## src/rtl/fifo_pkg.sv

```systemverilog
// Shared helpers for both sides of the asynchronous FIFO: pointer code conversions
// and default geometry.
package fifo_pkg;

    localparam int default_addr_size  = 4;
    localparam int default_word_width = 8;

    // Conversions work on a 32-bit container; callers zero-extend and slice.
    function automatic logic [31:0] bin2gray(input logic [31:0] b);
        return b ^ (b >> 1);
    endfunction

    function automatic logic [31:0] gray2bin(input logic [31:0] g);
        logic [31:0] b;
        b[31] = g[31];
        for (int i = 30; i >= 0; i--) begin
            b[i] = b[i+1] ^ g[i];
        end
        return b;
    endfunction

endpackage

```

## src/rtl/sync_2ff.sv

```systemverilog
// Two-flop synchroniser for a Gray-coded pointer crossing into the local clock domain.
module sync_2ff #(
    parameter int width = 5
) (
    input  logic             clk,
    input  logic             rst_n,
    input  logic [width-1:0] d,
    output logic [width-1:0] q
);

    logic [width-1:0] meta;

    always_ff @(posedge clk or negedge rst_n) begin
        if (!rst_n) begin
            meta <= '0;
            q    <= '0;
        end else begin
            meta <= d;
            q    <= meta;
        end
    end

endmodule

```

## src/rtl/fifo_rd_ctrl.sv

```systemverilog
// Read-side controller of the asynchronous FIFO: synchronised write pointer, read
// pointer, empty flag, level estimate and a registered valid/ready output stage.
module fifo_rd_ctrl
    import fifo_pkg::*;
#(
    parameter int addr_size  = default_addr_size,
    parameter int word_width = default_word_width
) (
    input  logic                  clk,
    input  logic                  rst_n,
    input  logic [addr_size:0]    wptr_gray,
    input  logic [word_width-1:0] data_r,
    output logic [addr_size-1:0]  addr_r,
    output logic [addr_size:0]    rptr_gray,
    output logic                  empty,
    output logic                  out_valid,
    output logic [word_width-1:0] out_data,
    input  logic                  out_ready,
    output logic [addr_size:0]    rd_level
);

    localparam int pw = addr_size + 1;

    logic [pw-1:0] wq2;
    logic [pw-1:0] rbin;
    logic [pw-1:0] rbin_next;
    logic [pw-1:0] rgray_next;
    logic [pw-1:0] level_next;
    logic [31:0]   gray_wide;
    logic [31:0]   wbin_wide;
    logic          pop;
    logic          unused_high_bits;

    sync_2ff #(.width(pw)) u_wptr_sync (
        .clk   (clk),
        .rst_n (rst_n),
        .d     (wptr_gray),
        .q     (wq2)
    );

    // Refill the output register whenever it is free or being drained this cycle.
    assign pop        = !empty && (!out_valid || out_ready);
    assign rbin_next  = rbin + {{(pw-1){1'b0}}, pop};
    assign gray_wide  = bin2gray({{(32-pw){1'b0}}, rbin_next});
    assign rgray_next = gray_wide[pw-1:0];
    assign wbin_wide  = gray2bin({{(32-pw){1'b0}}, wq2});
    assign level_next = wbin_wide[pw-1:0] - rbin_next;
    assign addr_r     = rbin[addr_size-1:0];

    assign unused_high_bits = &{1'b0, gray_wide[31:pw], wbin_wide[31:pw]};

    always_ff @(posedge clk or negedge rst_n) begin
        if (!rst_n) begin
            rbin      <= '0;
            rptr_gray <= '0;
            empty     <= 1'b1;
            out_valid <= 1'b0;
            out_data  <= '0;
            rd_level  <= '0;
        end else begin
            rbin      <= rbin_next;
            rptr_gray <= rgray_next;
            // Compare against the post-pop pointer so the last pop raises empty at once.
            empty     <= (rgray_next == wq2);
            rd_level  <= level_next;
            if (pop) begin
                out_data  <= data_r;
                out_valid <= 1'b1;
            end else if (out_valid && out_ready) begin
                out_valid <= 1'b0;
            end
        end
    end

endmodule
```

## config.mk

```make
export PLATFORM = sky130hd
export DESIGN_NAME = fifo_rd_ctrl
export DESIGN_NICKNAME = d
export VERILOG_FILES = /design/src/rtl/fifo_pkg.sv /design/src/rtl/sync_2ff.sv /design/src/rtl/fifo_rd_ctrl.sv
export SDC_FILE = /design/constraint.sdc
export NUM_CORES = 1
export LEC_CHECK = 0
export ABC_CLOCK_PERIOD_IN_PS = 3020
export CORE_UTILIZATION = 23
export CTS_BUF_LIST = sky130_fd_sc_hd__clkbuf_4
export DETAILED_ROUTE_END_ITERATION = 16
export PLACE_DENSITY_LB_ADDON = 0.05
export SLEW_MARGIN = 20
export SYNTH_ARGS = -nofsm -noshare
export SYNTH_HDL_FRONTEND = slang
export SYNTH_SLANG_ARGS = --single-unit
```

## constraint.sdc

```tcl
create_clock -name clk -period 3.02 [get_ports clk]
set_clock_uncertainty 0.15 [all_clocks]
set_input_delay 0.302 -clock clk [delete_from_list [all_inputs] [get_ports clk]]
set_output_delay 0.302 -clock clk [all_outputs]
set_load 0.02 [all_outputs]
```

==> out/qor.txt <==
Post-layout net count -> 169
Worst path required time -> 3130 ps
DRC viols -> 1
Lkg Pwr -> 0.8462 nW
Net Sw Frac -> 38.74%
Post-synth top cells -> dfrtp_1 (33), xnor2_1 (12), mux2_2 (8), xor2_1 (7), inv_1 (6)
Routed len/inst -> 11.78 um
Post_cts resized -> 0
# hold bufs at CTS -> 1
Via/cell ratio -> 3.910
Final Hold Viols -> 0
Global route overflow -> 0
Area contributors post-synth -> dfrtp_1 (59%), xnor2_1 (7.5%), mux2_2 (6.4%)
Final Cycle Share -> 90.34%
Most frequent cell after synthesis -> dfrtp_1
Placed instance count -> 214
Core area -> 5921 um2
CTS HTree Levels -> 2
Multiplexer share of the synthesized area -> 7.117%
Fin util -> 33.45%
HPWL Detailed -> 1927 um
Peak VDD IR -> 0.4259 mV
Compound-Gate Fraction of Synth Area -> 5.516%
CTS Buf Count -> 5
RSZ-0062 raised after global routing -> no
DRT Pass-1 Iters -> 9
Synth async-reset ratio -> 100.0%
Seq pwr share -> 33.5%
Largest net degree at the start of global routing -> 35
Clk buf depth -> 2
Post-Synth Simple-Gate Area -> 3.114%
Share of layout cells above drive strength 1 -> 16.89%
Max Cap Viol -> 0
Initial antenna violation count -> 0
Clock Latency Late Sink -> 340 ps
Synth Flop Type -> dfrtp_1
Internal power -> 1.309 mW
Area growth syn-to-layout -> 40.84%
Switching component of the power -> 0.8280 mW
Die width -> 80.20 um
Area leader, netlist -> dfrtp_1
FP Rows -> 28
Syn Area/Cell -> 14.50 um2
Post-layout min period -> 2728 ps
WP data arrival -> 2840 ps
Setup TNS -> 0 ps
First-pass GRT wire length -> 4429 um
Violated checks -> DRC
Register area -> 852.1 um2
Max transition margin -> 49.85%
CTS Sinks -> 34
Crit path max fanout -> 3
WS Path Type -> register to register
Die Area -> 6431 um2
Filler cells -> 594
Outcome -> finished with violations
Global placement routability congestion -> 0.6688
Post-Syn Area -> 1406 um2
Endpoint type of the worst setup path -> register
Startpoint types -> register
Sequential-to-total area share from yosys stat -> 60.59%
Pwr/cell area -> 1079 nW/um2
Root Driver -> clkbuf_4
Clk pwr share -> 11.9%
Synth Warn # -> 0
Maximum clock rate -> 0.3665 GHz
Total track usage -> 9.630%
Area of the multi-input gates -> 528.0 um2
I/O Pins -> 40
Hold Slack -> 208.1 ps
Die H -> 80.20 um
#FFs+latches synth -> 34
Comb pwr share -> 54.6%
Post-DRT Antenna Nets -> 0
Net Count, Synth -> 119
Largest family of logic cells by synthesized area -> XOR/XNOR gates
Hold Path Class -> register to register
ANT cells -> 0
Via count of the first global-routing pass -> 885
Actual slew at the worst max-slew pin -> 752.2 ps
Slew Limit Fails -> 0
CTS tree -> built
Final Non-Filler Cells -> 223
Initial Util -> 23.75%
Yosys top cell area share -> 58.72%
Yosys cell types -> 27
Post-synthesis cell count -> 97
Buffers on Ports -> 39
Synth Area in XOR/XNOR -> 15.21%
Clock-pin slew on the worst setup and hold paths -> 110 ps
Detailed Route Iter0 Violations -> 6
Final setup vio count -> 0
Wirelength, routed -> 2627 um
Post-synth EDFFs -> 0
Adder-cell share of the synthesized area -> 6.584%
Via count -> 872
Setup Fix Bufs, Post-CTS -> 0
-- path summary, 6_finish.rpt --
path,startpoint,endpoint,slack (ps),cells past startpoint
max,u_wptr_sync.q[4],rd_level[4],290,10
min,u_wptr_sync.meta[3],u_wptr_sync.q[3],210,0
max reg2reg,u_wptr_sync.q[4],rd_level[4],290,10
min reg2reg,u_wptr_sync.meta[3],u_wptr_sync.q[3],210,0
max in group asynchronous,rst_n,u_wptr_sync.meta[3],1820,2
min in group asynchronous,rst_n,rd_level[1],410,2
-- kinds of logic after synthesis --
family / count (synthesis)
compound gates: 11
xor+xnor: 21
fa+ha+maj: 7
buf+inv: 7
flops: 34
mux: 9
simple gates: 8
-- power by group through the flow --
stage               Sequential (mW)  Clock (mW)  Combinational [mW]
floorplan                     0.878           0               0.576
global placement              0.728           0                1.19
detailed placement            0.731           0                1.19
CTS                           0.723       0.275                1.20
global route                  0.739       0.297                1.30
finish                        0.717       0.254                1.17
-- cell type report --
class / count / share of cell area (%)
clock buffers: 5 / 1.895
clock inverters: 3 / 1.074
inverters: 6 / 1.137
multi-input cells: 56 / 26.66
flip-flops and latches: 34 / 43.02
well taps: 75 / 4.738
repair buffers: 44 / 21.48
-- sequential cells by signal (all words and copies together) (netlist names) --
register          flops
rd_level              5
rbin                  5
u_wptr_sync.meta      5
out_data              8
u_wptr_sync.q         5
rptr_gray             4
empty                 1
out_valid             1
-- routing by layer --
metal	vias up	GRT usage, %	part of all wire (%)
met3	4	3.409	5.5
met2	31	14.79	48
met5	-	0	0
met4	0	4.821	2.1
met1	416	11.89	45
li1	421	-	-
-- stage by stage --
stage          setup WS [ps]  cell area, um2  power [mW]
6_report               291.6            1981       2.137
5_1_grt                46.40            1981       2.342
4_1_cts                229.8            1981       2.193
3_5_place_dp           230.3            1912       1.922
3_3_place_gp           256.1            1912       1.921
2_1_floorplan          295.2            1406       1.455
-- worst max-delay path, cell delays in order, from the launching register on --
cell and delay (ps):
dfrtp_1 410, xnor2_1 350, xnor2_1 220, xor2_1 250, xnor2_1 160, ha_1 160
inv_1 60, fa_1 400, a21oi_1 180, maj3_1 200, xnor2_1 120
-- layout by cell type, fill, tap and decap left out, drive strengths merged --
cell type      instances
clkdlybuf4s50         38
dfrtp                 33
xnor2                 12
mux2                   8
xor2                   7
inv                    6
ha                     5
clkbuf                 5
buf                    5
a21oi                  3
nand3                  2
a21boi                 2
nor2                   2
o21ai                  2
clkinv                 2
a21o                   1
xor3                   1
maj3                   1
and4b                  1
o21a                   1
a31oi                  1
or3                    1
and2                   1
mux2i                  1
xnor3                  1
nand2                  1
a211oi                 1
fa                     1
clkinvlp               1
dfstp                  1
dlygate4sd3            1
No activity file was read; power rests on OpenSTA's default activity.
